## config.mk

```make
export PLATFORM = sky130hd
export DESIGN_NAME = xor_apuf_ctrl
export DESIGN_NICKNAME = d
export VERILOG_FILES = /design/src/rtl/xor_apuf_pkg.sv /design/src/rtl/maj_vote_acc.sv /design/src/rtl/xor_apuf_ctrl.sv
export SDC_FILE = /design/constraint.sdc
export NUM_CORES = 1
export LEC_CHECK = 0
export BUFFER_PORTS_ARGS = -buffer_cell sky130_fd_sc_hd__buf_4
export CAP_MARGIN = 40
export CORE_MARGIN = 3
export CORE_UTILIZATION = 35
export CTS_BUF_LIST = sky130_fd_sc_hd__clkbuf_8
export DETAILED_ROUTE_END_ITERATION = 16
export PLACE_DENSITY = 0.59
export SLEW_MARGIN = 10
export SYNTH_ARGS = -nofsm -noshare
export SYNTH_HDL_FRONTEND = slang
export SYNTH_SLANG_ARGS = --single-unit
```

## constraint.sdc

```tcl
create_clock -name clk -period 2.48 [get_ports clk]
set_clock_uncertainty 0.05 [all_clocks]
set_input_delay 0.372 -clock clk [delete_from_list [all_inputs] [get_ports clk]]
set_output_delay 0.372 -clock clk [all_outputs]
set_load 0.05 [all_outputs]
```

## src/rtl/xor_apuf_pkg.sv

```systemverilog
// Shared types and width helpers for the XOR arbiter-PUF controller.
package xor_apuf_pkg;

  typedef enum logic [2:0] {
    IDLE,
    SETTLE,
    FIRE,
    WAIT,
    SAMPLE,
    RELAX,
    DONE
  } state_t;

  function automatic int clog2(input int value);
    int r;
    int v;
    r = 0;
    v = value - 1;
    while (v > 0) begin
      r++;
      v = v >>> 1;
    end
    return r;
  endfunction

  // Width of a counter that must hold every value 0..max_val (at least 1 bit).
  function automatic int cnt_w(input int max_val);
    int w;
    w = clog2(max_val + 1);
    return (w < 1) ? 1 : w;
  endfunction

endpackage

```

## src/rtl/maj_vote_acc.sv

```systemverilog
// Bank of WIDTH ones-counters; vote[i] is set when bit i was 1 in more than half of REPS samples.
module maj_vote_acc
  import xor_apuf_pkg::*;
#(
  parameter int WIDTH = 8,
  parameter int REPS  = 5
) (
  input  logic             clk,
  input  logic             rst_n,
  input  logic             clear,
  input  logic             inc,
  input  logic [WIDTH-1:0] bits,
  output logic [WIDTH-1:0] vote
);

  localparam int CW = cnt_w(REPS);
  localparam logic [CW-1:0] HALF = CW'(REPS / 2);

  for (genvar i = 0; i < WIDTH; i++) begin : g_bit
    logic [CW-1:0] cnt;

    always_ff @(posedge clk or negedge rst_n) begin
      if (!rst_n) begin
        cnt <= '0;
      end else if (clear) begin
        cnt <= '0;
      end else if (inc && bits[i]) begin
        cnt <= cnt + 1'b1;
      end
    end

    assign vote[i] = (cnt > HALF);
  end

endmodule

```

## src/rtl/xor_apuf_ctrl.sv

```systemverilog
// Sequences one K-way XOR arbiter-PUF: settle, REPS trigger pulses, majority vote, timeout abort.
module xor_apuf_ctrl
  import xor_apuf_pkg::*;
#(
  parameter int N           = 16,
  parameter int K           = 8,
  parameter int REPS        = 5,
  parameter int SETTLE_CYC  = 4,
  parameter int RELAX_CYC   = 4,
  parameter int TIMEOUT_CYC = 255
) (
  input  logic         clk,
  input  logic         rst_n,
  input  logic         chal_valid,
  output logic         chal_ready,
  input  logic [N-1:0] chal,
  output logic [N-1:0] puf_c,
  output logic         puf_tig,
  input  logic         puf_resp_ready,
  input  logic [K-1:0] puf_resp_a,
  input  logic         puf_resp,
  output logic         rsp_valid,
  input  logic         rsp_ready,
  output logic         rsp_bit,
  output logic [K-1:0] rsp_bits,
  output logic         rsp_timeout,
  output logic         busy
);

  localparam int RW = cnt_w(REPS);
  localparam int SW = cnt_w(SETTLE_CYC);
  localparam int XW = cnt_w(RELAX_CYC);
  localparam int TW = cnt_w(TIMEOUT_CYC);

  localparam logic [RW-1:0] REPS_V       = RW'(REPS);
  localparam logic [SW-1:0] SETTLE_LAST  = SW'(SETTLE_CYC - 1);
  localparam logic [XW-1:0] RELAX_LAST   = XW'(RELAX_CYC - 1);
  localparam logic [TW-1:0] TIMEOUT_LAST = TW'(TIMEOUT_CYC - 1);

  state_t        state;
  logic [SW-1:0] settle_cnt;
  logic [XW-1:0] relax_cnt;
  logic [TW-1:0] tmo_cnt;
  logic [RW-1:0] rep;
  logic          abort;

  logic          accept;
  logic [K-1:0]  vote_a;
  logic [0:0]    vote_x;

  assign chal_ready = (state == IDLE);
  assign busy       = (state != IDLE);
  assign accept     = chal_valid && chal_ready;

  maj_vote_acc #(.WIDTH(K), .REPS(REPS)) u_vote_a (
    .clk   (clk),
    .rst_n (rst_n),
    .clear (accept),
    .inc   (state == SAMPLE),
    .bits  (puf_resp_a),
    .vote  (vote_a)
  );

  maj_vote_acc #(.WIDTH(1), .REPS(REPS)) u_vote_x (
    .clk   (clk),
    .rst_n (rst_n),
    .clear (accept),
    .inc   (state == SAMPLE),
    .bits  (puf_resp),
    .vote  (vote_x)
  );

  always_ff @(posedge clk or negedge rst_n) begin
    if (!rst_n) begin
      state       <= IDLE;
      puf_c       <= '0;
      puf_tig     <= 1'b0;
      rsp_valid   <= 1'b0;
      rsp_bit     <= 1'b0;
      rsp_bits    <= '0;
      rsp_timeout <= 1'b0;
      settle_cnt  <= '0;
      relax_cnt   <= '0;
      tmo_cnt     <= '0;
      rep         <= '0;
      abort       <= 1'b0;
    end else begin
      case (state)
        IDLE: begin
          if (chal_valid) begin
            puf_c      <= chal;
            rep        <= '0;
            settle_cnt <= '0;
            abort      <= 1'b0;
            state      <= SETTLE;
          end
        end
        SETTLE: begin
          puf_tig <= 1'b0;
          // A ready flag still high from a stuck arbiter would fake the first sample.
          if (settle_cnt != SETTLE_LAST) begin
            settle_cnt <= settle_cnt + 1'b1;
          end else if (!puf_resp_ready) begin
            state <= FIRE;
          end
        end
        FIRE: begin
          puf_tig <= 1'b1;
          tmo_cnt <= '0;
          state   <= WAIT;
        end
        WAIT: begin
          if (puf_resp_ready) begin
            state <= SAMPLE;
          end else if (tmo_cnt == TIMEOUT_LAST) begin
            abort     <= 1'b1;
            puf_tig   <= 1'b0;
            relax_cnt <= '0;
            state     <= RELAX;
          end else begin
            tmo_cnt <= tmo_cnt + 1'b1;
          end
        end
        SAMPLE: begin
          rep       <= rep + 1'b1;
          puf_tig   <= 1'b0;
          relax_cnt <= '0;
          state     <= RELAX;
        end
        RELAX: begin
          if (relax_cnt != RELAX_LAST) begin
            relax_cnt <= relax_cnt + 1'b1;
          end else if (!puf_resp_ready) begin
            if (abort || rep == REPS_V) begin
              rsp_valid   <= 1'b1;
              rsp_timeout <= abort;
              rsp_bits    <= abort ? '0 : vote_a;
              rsp_bit     <= abort ? 1'b0 : vote_x[0];
              state       <= DONE;
            end else begin
              state <= FIRE;
            end
          end
        end
        DONE: begin
          if (rsp_ready) begin
            rsp_valid   <= 1'b0;
            rsp_timeout <= 1'b0;
            state       <= IDLE;
          end
        end
        default: state <= IDLE;
      endcase
    end
  end

endmodule

```

# After elaboration in Yosys (flattened, before gate mapping)
# Index checks and enable logic that the tools add are counted.
dict set report op_classes {
  add_sub_neg 13
  n_mul 0
  n_div 0
  order_cmp 9
  n_eq_ne 23
  n_shift 0
  muxes 57
  n_bitwise 2
  n_reduce_logical 40
}
# operator count
set op_table {}
lappend op_table {{2-to-1 mux 3 bit} 32}
lappend op_table {{adder 3 x 1 -> 3 bit (second input constant)} 12}
lappend op_table {{nonzero test 2 bit} 14}
lappend op_table {{> comparator 3 x 2 -> 1 bit (second input constant)} 9}
lappend op_table {{2-to-1 mux 8 bit} 3}
lappend op_table {{!= test 2 bit (second input constant)} 12}
lappend op_table {{one-hot mux 3 bit (7 select lines)} 1}
lappend op_table {{one-hot mux 8 bit (2 select lines)} 1}
lappend op_table {{2-to-1 mux 1 bit} 13}
lappend op_table {{== test 3 bit (second input constant)} 4}
lappend op_table {{one-hot mux 3 bit (2 select lines)} 2}
lappend op_table {{AND reduction 4 bit} 3}
lappend op_table {{logical AND 1 bit} 10}
lappend op_table {{one-hot mux 3 bit (3 select lines)} 1}
lappend op_table {{AND reduction 3 bit} 3}
lappend op_table {{nonzero test 3 bit} 3}
lappend op_table {{adder 8 x 1 -> 8 bit (second input constant)} 1}
lappend op_table {{== test 8 bit (second input constant)} 1}
lappend op_table {{AND reduction 7 bit} 1}
lappend op_table {{== test 3 x 2 -> 1 bit (second input constant)} 2}
lappend op_table {{!= test 3 x 2 -> 1 bit (second input constant)} 2}
lappend op_table {{one-hot mux 1 bit (2 select lines)} 3}
lappend op_table {{AND reduction 5 bit} 1}
lappend op_table {{AND reduction 2 bit} 2}
lappend op_table {{7 further kinds} 8}
dict set report word_totals {
  regBits 76
  latch_bits 0
  mem_bits_rw 0
  romBits 0
  out_inout_bits 30
  wordCells 165
  n_memories 0
}

# Longest topological paths before layout
dict set report depth {
  depth_word 6
  depth_mapped 7
  ltp_nobuf 6
}

# Hierarchy
# From an unflattened synthesis, not the netlist that was laid out.
dict set report unflattened {
  cells_unflattened 380
  hier_area_um2 4175.3
}
# module n_inst cells_per_inst area_each_um2 seq_area_each_um2
set by_module_without_submodules {}
lappend by_module_without_submodules {xor_apuf_ctrl 1 211 2447.3 1226.2}
lappend by_module_without_submodules {{maj_vote_acc at u_vote_a} 1 151 1531.5 600.6}
lappend by_module_without_submodules {{maj_vote_acc at u_vote_x} 1 18 196.4 75.1}

# Worst setup path before layout
# OpenSTA, ideal clock, no wires.
dict set report synth_timing {
  kind {reg-to-output}
  startpoint {register state[2]}
  endpoint {output port busy}
  arrival_ns 2.313
  setup_slack_ns -0.255
  stages_incl_launch_ff 4
  path_buffers 1
  cell_sequence {dfrtp_1 > buf_2 > nor3_1 > inv_1}
}
dict set report synth_between {
  elab_chain_cells 1
}
# item line_no
set synth_lines {}
lappend synth_lines {{start: declaration} xor_apuf_ctrl.sv:40} ;# state_t state;
lappend synth_lines {{start signal: assignment} xor_apuf_ctrl.sv:75} ;# state <= IDLE;
lappend synth_lines {{start signal: assignment} xor_apuf_ctrl.sv:95} ;# state <= SETTLE;
lappend synth_lines {{start signal: assignment} xor_apuf_ctrl.sv:104} ;# state <= FIRE;
lappend synth_lines {{nonzero test 3 bit} xor_apuf_ctrl.sv:52} ;# assign busy = (state != IDLE);
lappend synth_lines {{end: declaration} xor_apuf_ctrl.sv:27} ;# output logic busy
# Every way passes these cells.

# Worst setup path in the final report
dict set report layout_timing {
  startpoint {register state[0]}
  endpoint {output port chal_ready}
}
dict set report layout_between {
  elab_chain_cells 1
}
# item line_no
set layout_lines {}
lappend layout_lines {{zero test 3 bit} xor_apuf_ctrl.sv:51} ;# assign chal_ready = (state == IDLE);
lappend layout_lines {{end: declaration} xor_apuf_ctrl.sv:15} ;# output logic chal_ready,
# Every way passes these cells.

==> key figures <==
Synth
  • Distinct cells, synth: 45
  • Syn. warnings: 0
  • Post-Syn Area per Cell: 9.690 um2
  • Post-synth EDFFs: 0
  • Largest area contributor in the netlist: dfrtp_1
  • Synthesized instance count: 396
  • List of most frequent post-synthesis cells: dfrtp_1 (76), nand2_1 (72), nor2_1 (37), inv_1 (29), ha_1 (26)
  • Asr flop ratio synth: 1.000
  • Area contributors post-synth: dfrtp_1 (50%), ha_1 (8.5%), nand2_1 (7.0%)
  • Yosys reg bits: 76
  • Share of the synthesized area in the top cell type: 0.4956
  • Synthesized cell area: 3837 um2
  • Most common cell in the netlist: dfrtp_1
  • Sequential fraction of the synthesis area: 0.4956
  • Ys flop type: dfrtp_1
  • Syn Nets: 452

Min path
  • Hold Path Origin: chal[2]
  • Hold EP: puf_c[2]
  • Hold Path Cell Cnt: 3
  • Hold Path Class: in2reg

Timing
  • Setup TNS: 0 ps
  • Max_slew headroom: 0.5493
  • Min Tclk post-route: 2081 ps
  • RSZ-0062 raised after global routing: no
  • Post-route clock period utilization: 0.8389
  • Hold Vio Cnt, Final: 0
  • Max-slew violations: 0
  • Worst slew pin tran: 673.1 ps
  • Final setup vio count: 0
  • Max Fclk: 480.6 MHz
  • Setup ws final: 399.4 ps

Clocking
  • Worst-path clk slew: 80 ps
  • Gates resized, CTS repair: 0
  • Clock sinks: 76
  • CTS tree: yes
  • CTS root buffer: clkbuf_8
  • Total CTS buffers: 9
  • Clk buf depth: 2
  • Clock latency on the worst-skew pair: 350 ps
  • H-tree depth: 3

Critical path
  • Setup CP Type: reg2out
  • CP Capture Type: output pin
  • Largest delay contributor family on the critical path: flip-flops
  • CP startpoint kind: flip-flop
  • R2r setup slk: 510 ps
  • CP Buf/Inv Count: 1
  • CP Data Arrival Time: 1660 ps
  • Reg2reg start: state[0]
  • CP cell instances: nor3_2 > buf_4
  • Crit-path slowest cell: dfrtp_1
  • Reg2reg end: rsp_bits[2]
  • Worst reg-to-reg path cell count: 4
  • CP max FO: 19
  • WP data required: 2060 ps
  • CP max stage delay: 620 ps

Die
  • # IOs: 60
  • Starting density of the core: 0.3652
  • Core area: 10510 um2
  • DIE HEIGHT: 110.7 um
  • # rows: 37
  • Die area: 12260 um2
  • Chip width: 110.7 um

Detailed routing
  • Via Count: 2870
  • DRT Wirelength: 7840 um
  • Post-DRT Antenna Nets: 0
  • DR DRC count: 0
  • Initial drt markers: 178
  • DRT Pass-1 Iters: 4
  • Via density: 4.775
  • Drt wl/cell: 13.04 um

Flow run
  • Max_cap viols: 0

Power and ir drop
  • PD cells: 1069 nW/um2
  • Comb power frac: 0.396
  • Switching share of total power: 0.4063
  • Seq pwr share: 0.378
  • Lkg Pwr: 2.368 nW
  • Clock power frac: 0.226
  • Power Internal: 3.008 mW
  • Final Power: 5.066 mW
  • P_sw: 2.058 mW
  • Peak VDD IR: 593.2 uV

GRT
  • First-pass GRT wire length: 13820 um
  • GR Overflow Total: 0
  • Largest net degree at the start of global routing: 48
  • Total Routing Usage GR: 0.1360
  • Initial antenna violation count: 0
  • Number of global-route vias before repair: 2804

Final layout
  • Final core occ: 0.4508
  • Post-Layout Cell Count: 601
  • Register area: 1902 um2
  • Fillers: 993
  • Area delta synth->final: 23.44%
  • Nets: 517
  • Share of layout cells above drive strength 1: 0.2129
  • Antenna diode count: 0
  • Area of the multi-input gates: 1752 um2

Placement
  • Post-DP HPWL: 5560 um
  • Cells after DPL: 585
  • IO Port Bufs: 59
  • DP Worst Slack: 532.0 ps
  • RD Place Congestion: 0.7796

Status
  • Outcome: completed
## worst register-to-register path, stage by stage (launching register included)
cell	delay, ps
dfrtp_1	760
nand2b_1	250
nor3_1	220
buf_4	230
mux2_2	360
## metrics by stage
step	instance area (um2)	hold slack (ps)
final	4737	164.1
after global routing	4737	147.7
after global placement	4488	287.1
after detailed placement	4488	291.2
after CTS	4737	133.9
after floorplan	3842	26.41
## sequential cells by signal, indices dropped and copies added (netlist names)
| signal | flops |
|---|---|
| u_vote_a.g_bit.cnt | 24 |
| puf_c | 16 |
| rsp_bits | 8 |
| tmo_cnt | 8 |
| relax_cnt | 3 |
| rep | 3 |
| settle_cnt | 3 |
| state | 3 |
| u_vote_x.g_bit.cnt | 3 |
| abort | 1 |
| puf_tig | 1 |
| rsp_bit | 1 |
| rsp_timeout | 1 |
| rsp_valid | 1 |
## worst max path at each step
stage,from,end,cells after the start
floorplan,state[2],busy,3
global placement,state[0],rsp_bits[3],4
detailed placement,state[0],rsp_bits[2],4
CTS,state[0],chal_ready,2
global route,state[0],busy,3
finish,state[0],chal_ready,2
## layout make-up
type / instances / area share
Inverter: 29 / 0.02298
Sequential cell: 76 / 0.4015
Clock inverter: 5 / 0.02139
Clock buffer: 10 / 0.02905
Tap cell: 136 / 0.03592
Timing Repair Buffer: 70 / 0.1194
Multi-Input combinational cell: 275 / 0.3698
## layer usage
metal / routed length, um / global-route usage
met1: 3902 / 0.1888
met2: 3572 / 0.2108
met3: 298 / 0.03439
met4: 66 / 0.03941
met5: 0 / 0
## cells by family after synthesis
group / after synthesis / synth area share
XOR/XNOR: 19 / 0.04336
flip-flops: 76 / 0.4956
buffers and inverters: 45 / 0.04923
multiplexers: 10 / 0.02902
adder cells (fa/ha/maj): 27 / 0.08738
AO/OA/AOI/OAI: 62 / 0.1024
AND/OR/NAND/NOR: 157 / 0.1930
## timing repair
action,4_1_cts,5_1_grt
endpoints found under the hold margin,29,0
setup buffers,0,0
setup endpoints to repair,0,0
hold buffers,1,0
## power groups by stage
stage / clock, mW / combinational [mW] / sequential, mW
5_1_grt: 1.24 / 2.25 / 1.98
3_5_place_dp: 0 / 2.03 / 1.93
4_1_cts: 1.18 / 2.04 / 1.92
3_3_place_gp: 0 / 1.99 / 1.92
6_report: 1.14 / 2.01 / 1.92
2_1_floorplan: 0 / 1.12 / 2.24
## cells in the final DEF (no fill, tap or decap), types with 2 or more instances in the layout
master,synthesis,routed
bufinv_16,0,3
a21o_1,3,3
ha_1,26,26
dfrtp_1,76,76
clkbuf_8,0,10
xor2_1,12,12
mux2_2,9,9
nand4_1,3,3
o211ai_1,3,3
o31ai_1,2,2
nand3_1,21,21
a21oi_1,24,24
nor2_1,37,37
o21ai_0,17,17
buf_12,0,3
nand2_1,72,72
and3_1,3,3
nand4bb_1,4,4
a311oi_1,3,3
buf_4,3,66
xnor2_1,7,7
or3_1,2,2
nor2b_1,3,3
inv_1,29,30
nor3_1,3,2
Power figures use the tool's default switching activity.
